`src/rtl/imm_pkg.sv`:
```
// imm_pkg: shared widths, extension modes and FSM encoding for the immediate arbiter
package imm_pkg;
    localparam int IMM_W  = 8;
    localparam int WORD_W = 16;

    localparam logic [1:0] MODE_SEXT  = 2'b00;
    localparam logic [1:0] MODE_ZEXT  = 2'b01;
    localparam logic [1:0] MODE_UPPER = 2'b10;
    localparam logic [1:0] MODE_RSVD  = 2'b11;

    localparam logic [1:0] ST_IDLE   = 2'd0;
    localparam logic [1:0] ST_EXTEND = 2'd1;
    localparam logic [1:0] ST_RESP   = 2'd2;
endpackage

```
`src/rtl/sign_extender.sv`:
```
// sign_extender: replicates the immediate's top bit into the upper half of the word
module sign_extender
    import imm_pkg::*;
(
    input  logic [IMM_W-1:0]  din,
    output logic [WORD_W-1:0] dout
);
    assign dout = {{(WORD_W - IMM_W){din[IMM_W-1]}}, din};
endmodule

```
`src/rtl/imm_arbiter.sv`:
```
// imm_arbiter: round-robin sharing of one sign_extender among NREQ requesters,
// with a registered, tagged response held until the consumer accepts it.
module imm_arbiter
    import imm_pkg::*;
#(
    parameter int NREQ = 2
) (
    input  logic                   clk,
    input  logic                   reset,
    input  logic [NREQ-1:0]        req,
    input  logic [NREQ*IMM_W-1:0]  imm,
    input  logic [NREQ*2-1:0]      mode,
    output logic [NREQ-1:0]        gnt,
    output logic                   rsp_valid,
    input  logic                   rsp_ready,
    output logic [1:0]             rsp_id,
    output logic [WORD_W-1:0]      result,
    output logic                   busy
);
    logic [1:0]          state;
    logic [1:0]          ptr;
    logic [1:0]          win;
    logic                found;
    logic [1:0]          lat_id;
    logic [1:0]          lat_mode;
    logic [IMM_W-1:0]    lat_imm;
    logic [WORD_W-1:0]   sext;
    logic [WORD_W-1:0]   ext;
    logic [3:0]          req_x;
    logic [4*IMM_W-1:0]  imm_x;
    logic [7:0]          mode_x;

    // Returns {found, index}: the first requester at or after p, wrapping at NREQ.
    function automatic logic [2:0] rr_pick(input logic [3:0] r, input logic [1:0] p);
        logic [2:0] pick;
        logic [1:0] j;
        pick = '0;
        for (int k = NREQ - 1; k >= 0; k--) begin
            j = 2'((int'(p) + k) % NREQ);
            if (r[j]) pick = {1'b1, j};
        end
        return pick;
    endfunction

    // Widen the requester buses to four slots so a 2-bit index is always in range.
    assign req_x  = 4'(req);
    assign imm_x  = (4 * IMM_W)'(imm);
    assign mode_x = 8'(mode);

    assign {found, win} = rr_pick(req_x, ptr);

    for (genvar i = 0; i < NREQ; i++) begin : g_gnt
        assign gnt[i] = (state == ST_IDLE) && found && (win == 2'(i));
    end

    assign busy = state != ST_IDLE;

    sign_extender u_sext (
        .din  (lat_imm),
        .dout (sext)
    );

    assign ext = lat_mode == MODE_ZEXT  ? {8'h00, lat_imm} :
                 lat_mode == MODE_UPPER ? {lat_imm, 8'h00} : sext;

    always_ff @(posedge clk or posedge reset) begin
        if (reset) begin
            state     <= ST_IDLE;
            ptr       <= '0;
            lat_id    <= '0;
            lat_imm   <= '0;
            lat_mode  <= MODE_SEXT;
            rsp_valid <= 1'b0;
            rsp_id    <= '0;
            result    <= '0;
        end else if (state == ST_IDLE && found) begin
            lat_id   <= win;
            lat_imm  <= imm_x[win*IMM_W +: IMM_W];
            lat_mode <= mode_x[win*2 +: 2];
            ptr      <= win == 2'(NREQ - 1) ? 2'd0 : win + 2'd1;
            state    <= ST_EXTEND;
        end else if (state == ST_EXTEND) begin
            result    <= ext;
            rsp_id    <= lat_id;
            rsp_valid <= 1'b1;
            state     <= ST_RESP;
        end else if (state == ST_RESP && rsp_ready) begin
            rsp_valid <= 1'b0;
            state     <= ST_IDLE;
        end else if (state != ST_IDLE && state != ST_RESP) begin
            state <= ST_IDLE;
        end
    end
endmodule

```
`config.mk`:
```
export PLATFORM = sky130hd
export DESIGN_NAME = imm_arbiter
export DESIGN_NICKNAME = d
export VERILOG_FILES = /design/src/rtl/imm_pkg.sv /design/src/rtl/sign_extender.sv /design/src/rtl/imm_arbiter.sv
export SDC_FILE = /design/constraint.sdc
export NUM_CORES = 1
export LEC_CHECK = 0
export CAP_MARGIN = 20
export CORE_ASPECT_RATIO = 1.5
export CORE_UTILIZATION = 36
export CTS_CLUSTER_DIAMETER = 80
export DETAILED_ROUTE_END_ITERATION = 6
export PLACE_DENSITY = 0.7
export REMOVE_ABC_BUFFERS = 1
export SLEW_MARGIN = 20
export SYNTH_ARGS = -nofsm -noshare
export SYNTH_HDL_FRONTEND = slang
export SYNTH_SLANG_ARGS = --single-unit
```
`constraint.sdc`:
```
create_clock -name clk -period 2 [get_ports clk]
set_input_delay 0.5 -clock clk [delete_from_list [all_inputs] [get_ports clk]]
set_output_delay 0.5 -clock clk [all_outputs]
set_load 0.02 [all_outputs]
```
# Word-level counts from Yosys, hierarchy flattened
# Index checks and enable logic that the tools add are counted.
[word_totals]
wordCells = 49
out_inout_bits = 22
ff_bits = 34
input_bits = 25
[op_classes]
add_sub_neg = 2
bitwise = 2
n_shift = 2
reduce_logical = 12
n_eq_ne = 6
n_lt_le_gt_ge = 2
muxes = 15
[op_table]
columns = ["op", "n"]
rows = [
  ["$shiftx A32 B6 Y8", 1],
  ["$mux W16", 1],
  ["$mux W15", 1],
  ["$mux W2", 4],
  ["$shiftx A8 B4 Y2", 1],
  ["$eq A2 B1 Y1 const B", 3],
  ["$mux W1", 6],
  ["$mux W3", 2],
  ["$logic_and A1 B1 Y1", 5],
  ["$eq A2 B2 Y1 const B", 2],
  ["$logic_not A2 Y1", 2],
  ["$reduce_and A2 Y1", 2],
  ["$reduce_bool A2 Y1", 2],
  ["$reduce_bool A4 Y1", 1],
  ["$lt A1 B3 Y1 const B", 1],
  ["$lt A2 B3 Y1 const B", 1],
  ["$add A1 B1 Y1 const B", 2],
  ["$bmux W1 S2", 1],
  ["$ne A2 B2 Y1 const B", 1],
  ["$and A1 B1 Y1 const A", 1],
  ["$not A1 Y1", 1],
]

# Depth between registers and ports, before layout
# Gate-level depths: netlist of the first run.
[logic_depth]
ltp_word = 9
mapped_depth = 5
ltp_nobuf = 4

# By module
# From an unflattened synthesis of the first run, not the netlist that was laid out.
[unflattened]
cells_unflattened = 174
area_unflattened_um2 = 1795.5
[by_module_without_submodules]
columns = ["module", "seq_area_each_um2", "cells_each", "instances", "area_each_um2"]
rows = [
  ["imm_arbiter", 800.8, 158, 1, 1675.4],
  ["sign_extender", 0.0, 16, 1, 120.1],
]

# Least setup slack after synthesis of the first run
# No wires, ideal clock.
[synth_path]
path_type = "register -> output"
startpoint = "register state[1]"
endpoint = "output port gnt[0]"
t_required_ns = 1.500
arrival_time_ns = 1.015
n_path_buf = 1
setup_slack_ns = 0.485
stages_incl_launch_ff = 5
cell_sequence = "dfrtp_1 > nor2_2 > nand3_1 > buf_4 > inv_1"
[synth_between]
elab_chain_len = 3
[synth_lines]
columns = ["element", "line_no", "source"]
rows = [
  ["from (decl)", "imm_arbiter.sv:20", "logic [1:0] state;"],
  ["from (signal assigned)", "imm_arbiter.sv:68", "state <= ST_IDLE;"],
  ["from (signal assigned)", "imm_arbiter.sv:81", "state <= ST_EXTEND;"],
  ["from (signal assigned)", "imm_arbiter.sv:86", "state <= ST_RESP;"],
  ["$logic_not A2 Y1", "imm_arbiter.sv:53", "assign gnt[i] = (state == ST_IDLE) && found && (win == 2'(i));"],
  ["$logic_and A1 B1 Y1 (2 in a row)", "imm_arbiter.sv:53", ""],
  ["to (decl)", "imm_arbiter.sv:13", "output logic [NREQ-1:0] gnt,"],
]
# No other way between the ends.

# Worst setup path in the final report of the first run
[layout_path]
startpoint = "input port req[0]"
endpoint = "output port gnt[1]"
[layout_between]
elab_chain_len = 6
word_cells_on_any_way = 9
cone_classes = "eq/ne: 1; mux: 6; reduce/logical: 2"
[layout_lines]
columns = ["element", "line_no", "source"]
rows = [
  ["from (decl)", "imm_arbiter.sv:10", "input logic [NREQ-1:0] req,"],
  ["$bmux W1 S2", "imm_arbiter.sv:40", "if (r[j]) pick = {1'b1, j};"],
  ["$mux W1 (not written as such)", "imm_arbiter.sv:40", ""],
  ["$mux W3", "imm_arbiter.sv:40", ""],
  ["$mux W3 *", "imm_arbiter.sv:40", ""],
  ["$eq A2 B1 Y1 or $logic_and A1 B1 Y1 (tied branches)", "imm_arbiter.sv:53", ""],
  ["$logic_and A1 B1 Y1 *", "imm_arbiter.sv:53", ""],
]
# Every way passes the cells marked *; elsewhere a longest branch is shown, timed or not. The select of a mux whose other input is x is not followed.

==> out/qor.txt, run 1 <==
Tcrit/Tclk final = 97.3%
Comb pwr share = 49.0%
Remaining global-route overflow = 0
Clock Pin Slew Worst Setup and Hold Paths = 0.06 ns
Int Power = 2.03 mW
Clock Power Share = 15.0%
Skew-Pair Late Insertion Delay = 0.28 ns
Final Total Pwr = 3.33 mW
CTS tree = yes
First-pass GRT wire length = 5280 um
Worst setup margin = 0.0547 ns
TritonCTS Sinks = 32
Max-cap violations = 0
Routed Antenna Nets = 0
DRT Wirelength = 3250 um
# diodes = 0
Initial antenna violation count = 0
PortBufs = 45
Crit path DAT = 1.45 ns
Post-CTS Resized = 7
Required @ worst endpoint = 1.50 ns
DR iter-0 viols = 18
HPWL Detailed = 2570 um
Synthesis warning total = 0
LEAKAGE = 0.966 nW
Sequential area share after synthesis = 52.8%
Post-layout min period = 1.95 ns
TritonCTS Buffers = 5
Synth Register Bits = 32
Endpoint type of the worst setup path = primary output
Setup tns final = 0 ns
Buffer levels on the longest clock path = 2
Status = finished clean
Ys flop type = dfrtp_1
CORE AREA = 3990 um2
Final setup vio count = 0
Postcts setup bufs = 0
Clk_skew = 0.00529 ns
Full die area = 4480 um2
Share of cells above drive strength 1 = 15.3%
Pins Over Slew Limit = 0
Switch share = 39.2%
Initial core utilization = 38.0%
Asr flop ratio synth = 100%
Fin. Hold Viols = 0
Chip height = 81.5 um
H-tree Lvls = 2
DRT Pass-1 Iters = 4
Final nets = 220
Vias in the first global route = 1223
Number of synthesized flops with an enable pin = 0
Wire length per cell = 13.5 um
Die width = 55.0 um
Crit Path Class = input port to primary output
Avg Cell Area, Syn = 10.4 um2
P_sw = 1.31 mW
Largest net degree at the start of global routing = 33
Max Freq = 514 MHz
Synth unique cells = 27
Worst hold path class = register to register
Post-Synthesis Cells = 146
Hold buffer count at cts = 0
Pwr dens = 1590 nW/um2
# DRC = 0
GPL Wtd Cong = 0.864
DR vias = 1230
I/O pin count = 47
DP Worst Slack = -0.316 ns
Vias/cell = 5.10
Mapped cell area = 1520 um2
VDD IR max = 0.000769 V
CP max FO = 3
Gr usage total = 16.8%
CP startpoint kind = input port
RSZ-0062 raised after global routing = no
Area Overhead vs Synth = 38.1%
Root Driver = clkbuf_8
Reg power frac = 36.0%
Row count = 28
## power by group through the flow
stage	clock (mW)	combinational [mW]	sequential (mW)
global route	0.534	1.77	1.24
floorplan	0	0.817	1.35
global placement	0	1.62	1.19
finish	0.501	1.63	1.20
detailed placement	0	1.66	1.22
CTS	0.514	1.66	1.20
## cell type report
| type | count | area, um2 |
|---|---|---|
| tap | 45 | 56.3 |
| multi-input combinational | 80 | 554 |
| clock buffer | 8 | 90.1 |
| sequential | 32 | 801 |
| fill | 399 | 1900 |
| timing repair buffer | 51 | 499 |
| inverter | 25 | 93.8 |
## metrics by stage
step | hold slack (ns) | util (%) | instance area, um2 | instances
after floorplan | 0.432 | - | 1450 | 137
after detailed placement | 0.455 | 50.1 | 2000 | 233
final | 0.466 | 52.4 | 2090 | 241
after CTS | 0.469 | 52.4 | 2090 | 241
after global routing | 0.501 | 52.4 | 2090 | 241
after global placement | 0.455 | 50.1 | 2000 | 233
## cell usage after synthesis, types with 2 or more instances
library cell,n,area (um2)
inv_1,24,90.1
nand2b_1,4,25.0
nand3_1,3,15.0
o21ai_1,8,40.0
a21oi_1,10,50.1
a22o_1,8,70.1
buf_2,3,15.0
o221ai_2,9,135
o22a_1,5,43.8
dfrtp_1,32,801
buf_4,4,30.0
nand2_1,12,45.0
buf_6,2,22.5
o21ai_0,5,25.0
nor2_1,5,18.8
## worst max-delay path, cell delays in order
cell and delay, ns:
clkdlybuf4s50_1 0.51, nand2b_1 0.08, nand3_2 0.07, inv_1 0.04, clkdlybuf4s15_2 0.24
## per-layer routing
layer / vias up / wire length (um) / GRT usage (%)
li1: 591 / - / -
met4: 0 / 87 / 7.75
met3: 7 / 132 / 5.37
met5: - / 0 / 0
met2: 36 / 1810 / 29.3
met1: 596 / 1220 / 17.6
## sequential cells by signal, summed over array words and instances, names as in the netlist
signal     cells
lat_id         1
lat_imm        8
lat_mode       2
ptr            1
result        16
rsp_id         1
rsp_valid      1
state          2
## final timing paths
kind                                             start                     end  slack, ns  depth (start not counted)
max in group asynchronous                        reset   result[9]$_DFFE_PP0P_       1.12                          3
worst max-delay path                            req[0]                  gnt[1]       0.05                          5
worst min-delay path            result[15]$_DFFE_PP0P_  result[15]$_DFFE_PP0P_       0.47                          2
worst min register to register  result[15]$_DFFE_PP0P_  result[15]$_DFFE_PP0P_       0.47                          2
worst max register to register    state[1]$_DFFE_PP0P_  lat_imm[7]$_DFFE_PP0P_       0.67                          5
min in group asynchronous                        reset   result[6]$_DFFE_PP0P_       0.60                          3
## cells by family after synthesis
group	share of synthesized area, %
compound gates	25.1
buf+inv	10.6
flops	52.8
simple gates	11.2
other cells	0.247
## layout by cell type, fill, tap and decap left out, drive strengths merged, types with 6 or more instances in the layout
cell | synthesis | layout
dfrtp | 32 | 32
nor2 | 7 | 7
clkbuf | 0 | 8
a21oi | 10 | 10
o21ai | 13 | 13
a22o | 8 | 8
buf | 9 | 6
nand2 | 13 | 13
o221ai | 10 | 10
clkdlybuf4s50 | 0 | 41
inv | 25 | 25
No activity file was read; power rests on OpenSTA's default activity.
==> run 2, diff against run 1 <==
--- a/config.mk
+++ b/config.mk
@@ -12,6 +12,7 @@
 export DETAILED_ROUTE_END_ITERATION = 6
 export PLACE_DENSITY = 0.7
 export REMOVE_ABC_BUFFERS = 1
+export SETUP_SLACK_MARGIN = 0.4
 export SLEW_MARGIN = 20
 export SYNTH_ARGS = -nofsm -noshare
 export SYNTH_HDL_FRONTEND = slang
==> run 2 against run 1 <==
Worst hold slack worse by 0.0050 ns. Setup slack gained 0.30 ns. Sequential share of layout area decreased by 0.24 points. Final area increased by 0.78%. Sequential power barely moved. Utilization rose by 0.41 points. Final cell count increased by 1.7%. First-iteration DRC count grew 5.6%. Wire length rose by 2.6%. Critical path depth fell by 1. Largest cell class unchanged.
==> out/qor.txt, run 2 (synthesis results as in run 1) <==
Final nets = 224 (+1.8%)
LEAKAGE = 1.02 nW (+5.9%)
WHS = 0.461 ns (-0.00501 ns)
Hold buffer count at cts = 0 (unchanged)
Row count = 28 (unchanged)
CP max FO = 3 (unchanged)
Largest Register = result
Final Util = 52.9% (+0.41 points)
Setup tns final = 0 ns (unchanged)
Routed Antenna Nets = 0 (unchanged)
Fin cells = 245 (+1.7%)
Setup crit end = gnt[0]
Max-cap violations = 0 (unchanged)
Share of cells above drive strength 1 = 19.5% (+4.2 points)
R2R Path End = result[9]$_DFFE_PP0P_
Clock Pin Slew Worst Setup and Hold Paths = 0.06 ns (about the same)
Clk_skew = 0.00506 ns (-0.000232 ns)
CP startpoint kind = register
TritonCTS Buffers = 5 (unchanged)
Remaining global-route overflow = 0 (unchanged)
Final setup vio count = 0 (unchanged)
Largest net degree at the start of global routing = 33 (unchanged)
Crit path DAT = 1.15 ns (-0.30 ns)
DR iter-0 viols = 19 (+1)
Vias in the first global route = 1222 (-0.082%)
CP peak stage delay = 0.43 ns (-0.08 ns)
# DRC = 0 (unchanged)
Required @ worst endpoint = 1.50 ns (about the same)
Worst hold path class = register to register
# diodes = 0 (unchanged)
CORE AREA = 3990 um2 (unchanged)
R2r setup slk = 0.42 ns (-0.25 ns)
Root Driver = clkbuf_8
Wire length per cell = 13.6 um (+0.94%)
Initial antenna violation count = 0 (unchanged)
Max reg flops = 16 (unchanged)
DRT Wirelength = 3340 um (+2.6%)
Family with the most delay on the worst path = flip-flops
Buffer levels on the longest clock path = 2 (unchanged)
Largest registers = result: 16 flops, lat_imm: 8 flops
DRT Pass-1 Iters = 4 (unchanged)
CTS tree = yes
Full die area = 4480 um2 (unchanged)
Chip height = 81.5 um (unchanged)
Crit path buf inv count = 2 (-1)
Fin. Hold Viols = 0 (unchanged)
Max Freq = 606 MHz (+18%)
Crit Path Class = register to primary output
Post-layout min period = 1.65 ns (-0.296 ns)
Vias/cell = 5.13 (+0.53%)
Area Overhead vs Synth = 39.2%
VDD IR max = 0.000739 V (-4.0%)
Slowest CP cell = dfrtp_2
TritonCTS Sinks = 32 (unchanged)
Die width = 55.0 um (unchanged)
Crit path from = state[1]$_DFFE_PP0P_
First-pass GRT wire length = 5400 um (+2.2%)
Gr usage total = 17.2% (+0.33 points)
Commonest cells after routing, fill and taps aside = dfrtp_1, inv_1, clkdlybuf4s50_1
H-tree Lvls = 2 (unchanged)
Number of stages on the worst setup path = 4 (-1)
Status = finished clean
RSZ-0062 raised after global routing = yes
GPL Wtd Cong = 0.864 (unchanged)
Skew-Pair Late Insertion Delay = 0.28 ns (about the same)
Placed cells = 233 (unchanged)
Commonest non-fill, non-tap cell in the layout = dfrtp_1
Initial core utilization = 38.0% (unchanged)
Endpoint type of the worst setup path = primary output
HP Start = result[15]$_DFFE_PP0P_
Worst r2r src = state[1]$_DFFE_PP0P_
PortBufs = 45 (unchanged)
Pwr dens = 1570 nW/um2 (-1.5%)
Crit path cell chain = nor2_4, nand3_2, inv_2, buf_6
I/O pin count = 47 (unchanged)
Final Total Pwr = 3.31 mW (-0.78%)
Reg2reg path depth = 5 (unchanged)
HPWL Detailed = 2570 um (unchanged)
Pins Over Slew Limit = 0 (unchanged)
Tcrit/Tclk final = 82.5% (-15 points)
DR vias = 1257 (+2.2%)
[run 2: changes by cell type in the layout (fill, tap and decap cells not counted), moves of 2 or more]
cell,previous run,this run
clkdlybuf4s15_2,2,0
inv_2,1,3
buf_4,6,10
buf_6,0,3
dlygate4sd2_1,1,20
inv_1,24,22
clkdlybuf4s50_1,41,22
[run 2: layer usage]
layer,track usage [%],vias up,routed length [um]
met5,0,-,0
met2,30.0,40,1870
met4,7.50,0,87
li1,-,597,-
met3,5.37,7,134
met1,18.1,613,1250
[run 2: how the worst min path moves through the flow]
stage,end,depth (start not counted)
final,result[15]$_DFFE_PP0P_,2
after global routing,result[15]$_DFFE_PP0P_,2
after floorplan,rsp_id[0]$_DFFE_PP0P_,2
after global placement,result[15]$_DFFE_PP0P_,2
after CTS,result[15]$_DFFE_PP0P_,2
after detailed placement,result[15]$_DFFE_PP0P_,2
[run 2: power by group]
part           leakage, nW  switching (mW)  internal [mW]
logic                0.585           0.868          0.740
registers            0.392           0.242          0.956
clock network       0.0455           0.221          0.280
total                 1.02            1.33           1.98
[run 2: layout make-up]
cell class	instances	area, um2
timing repair buffer	55	504
fill	393	1880
inverter	25	93.8
multi-input combinational	80	564
tap	45	56.3
clock buffer	8	90.1
sequential	32	802
[run 2: per-stage QoR]
| stage | cell area (um2) | worst slack [ns] |
|---|---|---|
| final | 2110 | 0.350 |
| after global routing | 2110 | 0.304 |
| after CTS | 2080 | 0.297 |
| after detailed placement | 2000 | -0.316 |
| after global placement | 2000 | -0.280 |
| after floorplan | 1450 | 0.227 |
[run 2: worst register-to-register path, stage by stage, from the launching register on]
cell and delay [ns]:
dfrtp_2 0.43, buf_4 0.14, buf_4 0.13, and2b_1 0.41, nand2_2 0.15, o22a_1 0.21
[run 2: repair_timing]
| action | 4_1_cts | 5_1_grt |
|---|---|---|
| buffers inserted | 2 | 2 |
| resized for setup | 37 | 6 |
| gates cloned | 0 | 0 |
| pin swaps | 2 | 2 |
| setup endpoints to repair | 21 | 3 |
==> run 3, diff against run 2 <==
--- a/config.mk
+++ b/config.mk
@@ -10,7 +10,7 @@
 export CORE_UTILIZATION = 36
 export CTS_CLUSTER_DIAMETER = 80
 export DETAILED_ROUTE_END_ITERATION = 6
-export PLACE_DENSITY = 0.7
+export PLACE_DENSITY = 0.73
 export REMOVE_ABC_BUFFERS = 1
 export SETUP_SLACK_MARGIN = 0.4
 export SLEW_MARGIN = 20
==> constraint.sdc (replaced) <==
create_clock -name clk -period 1.4 [get_ports clk]
set_input_delay 0.35 -clock clk [delete_from_list [all_inputs] [get_ports clk]]
set_output_delay 0.35 -clock clk [all_outputs]
set_load 0.02 [all_outputs]
==> run 3 against run 2 <==
The run now ends with negative setup slack left. Die area is the same. Final cell count grew 8.2%. Worst hold slack lost 0.056 ns. Critical path type unchanged. Largest cell class is now buffers.
==> out/qor.txt, run 3 (synthesis results as in run 1) <==
Routed Antenna Nets = 0 (unchanged)
Worst hold path class = input port to asynchronous set/reset pin
Max reg flops = 16 (unchanged)
Endpoint type of the worst setup path = primary output
# DRC = 0 (unchanged)
PortBufs = 45 (unchanged)
Commonest cells after routing, fill and taps aside = dfrtp_1, buf_6, inv_1, clkdlybuf4s50_1, buf_4
Final setup vio count = 4 (+4)
Failing checks = negative setup slack
Post-layout min period = 1.49 ns
Vias/cell = 5.14 (+0.18%)
Final nets = 247 (+10%)
Wire length per cell = 15.2 um (+11%)
Root Driver = clkbuf_8
Hold buffer count at cts = 0 (unchanged)
H-tree Lvls = 2 (unchanged)
Largest Register = result
Buffer levels on the longest clock path = 2 (unchanged)
Fin. Hold Viols = 0 (unchanged)
R2R Path End = lat_mode[1]$_DFFE_PP0P_
Commonest non-fill, non-tap cell in the layout = dfrtp_1
Clk_skew = 0.00749 ns (+0.00244 ns)
Largest net degree at the start of global routing = 33 (unchanged)
# diodes = 0 (unchanged)
VDD IR max = 0.00161 V (+120%)
Crit path from = state[0]$_DFFE_PP0P_
Crit path cell chain = nor2_4, nand3_2, inv_2, buf_6
Setup crit end = gnt[1]
Full die area = 4480 um2 (unchanged)
WHS = 0.406 ns (-0.0557 ns)
Area Overhead vs Synth = 68.5%
Final Util = 64.0% (+11 points)
Initial antenna violation count = 0 (unchanged)
Crit path DAT = 1.14 ns (about the same)
Crit Path Class = register to primary output
Pins Over Slew Limit = 0 (unchanged)
Max-cap violations = 0 (unchanged)
Worst setup margin = -0.0885 ns (-0.439 ns)
Required @ worst endpoint = 1.05 ns (-0.45 ns)
Remaining global-route overflow = 0 (unchanged)
R2r setup slk = -0.01 ns (-0.43 ns)
DR iter-0 viols = 34 (+15)
Clock Pin Slew Worst Setup and Hold Paths = 0.06 ns (about the same)
First-pass GRT wire length = 6020 um (+12%)
GPL Wtd Cong = 0.752 (-13%)
HPWL Detailed = 2410 um (-6.0%)
DRT Wirelength = 4020 um (+20%)
DRT Pass-1 Iters = 4 (unchanged)
Gr usage total = 19.3% (+2.2 points)
Max Freq = 672 MHz
CP startpoint kind = register
CTS tree = yes
TritonCTS Buffers = 5 (unchanged)
I/O pin count = 47 (unchanged)
Largest registers = result: 16 flops, lat_imm: 8 flops
CP max FO = 3 (unchanged)
Slowest CP cell = dfrtp_1
Setup tns final = -0.275 ns (-0.275 ns)
Status = complete, but fails checks
Fillcell total = 324 (-18%)
DP Worst Slack = -0.610 ns (-0.294 ns)
DR vias = 1362 (+8.4%)
LEAKAGE = 1.19 nW (+16%)
RSZ-0062 raised after global routing = yes
Chip height = 81.5 um (unchanged)
Final Total Pwr = 6.13 mW (+85%)
Worst r2r src = state[0]$_DFFE_PP0P_
CP peak stage delay = 0.41 ns (-0.02 ns)
Tcrit/Tclk final = 106%
Skew-Pair Late Insertion Delay = 0.28 ns (about the same)
Reg2reg path depth = 7 (+2)
TritonCTS Sinks = 32 (unchanged)
Vias in the first global route = 1277 (+4.5%)
Die width = 55.0 um (unchanged)
Share of cells above drive strength 1 = 43.2% (+24 points)
Pwr dens = 2400 nW/um2 (+53%)
Row count = 28 (unchanged)
Initial core utilization = 38.0% (unchanged)
CORE AREA = 3990 um2 (unchanged)
run 3: cell count changes in the layout (fill, tap and decap cells not counted), moves of 2 or more:
| cell | change |
|---|---|
| o21ai_4 | +10 |
| buf_6 | +25 |
| clkbuf_1 | -2 |
| dlygate4sd2_1 | -18 |
| nor2_1 | -2 |
| nor2_4 | +2 |
| buf_4 | +12 |
| buf_12 | +3 |
| o21ai_1 | -8 |
| o21ai_2 | +3 |
| o21ai_0 | -5 |
run 3: worst min path at each step:
stage                                 from                     end  cells after the start
detailed placement  result[15]$_DFFE_PP0P_  result[15]$_DFFE_PP0P_                      2
global placement    result[15]$_DFFE_PP0P_  result[15]$_DFFE_PP0P_                      2
finish                               reset   rsp_id[0]$_DFFE_PP0P_                      3
floorplan            lat_id[0]$_DFFE_PP0P_   rsp_id[0]$_DFFE_PP0P_                      2
CTS                                  reset   rsp_valid$_DFFE_PP0P_                      3
global route                         reset   rsp_valid$_DFFE_PP0P_                      3
run 3: what timing repair did:
action	CTS	global route
buffers inserted	11	8
gates resized for setup	169	14
pin swaps	12	7
setup endpoints to repair	52	52
hold endpoints to repair	0	0
gates cloned	0	1
run 3: report_power, final:
part / internal [mW] / total, mW / switching (mW) / leakage (nW)
registers: 1.37 / 1.80 / 0.436 / 0.393
logic: 2.01 / 3.70 / 1.69 / 0.760
clock network: 0.320 / 0.625 / 0.305 / 0.0359
run 3: critical path, delay by kind of cell (launching register included):
family | cells | cell delay, ns
flops | 1 | 0.41
simple gates | 2 | 0.28
buf+inv | 2 | 0.17
run 3: metrics by stage:
step / area, um2 / instances
6_report: 2550 / 265
5_1_grt: 2550 / 265
4_1_cts: 2400 / 256
3_5_place_dp: 2070 / 240
3_3_place_gp: 2070 / 240
2_1_floorplan: 1450 / 137
run 3: layer usage:
layer / GRT usage, % / part of all wire, %
met1: 23.2 / 38
met2: 31.2 / 57
met4: 7.50 / 2.3
met5: 0 / 0
met3: 6.30 / 3.2
run 3: layout make-up:
cell class	count	area, um2	share of cell area [%]
multi-input cells	80	727	28.5
well taps	45	56.3	2.20
inverters	25	98.8	3.87
repair buffers	78	803	31.4
flip-flops and latches	32	801	31.3
clock buffers	5	68.8	2.69
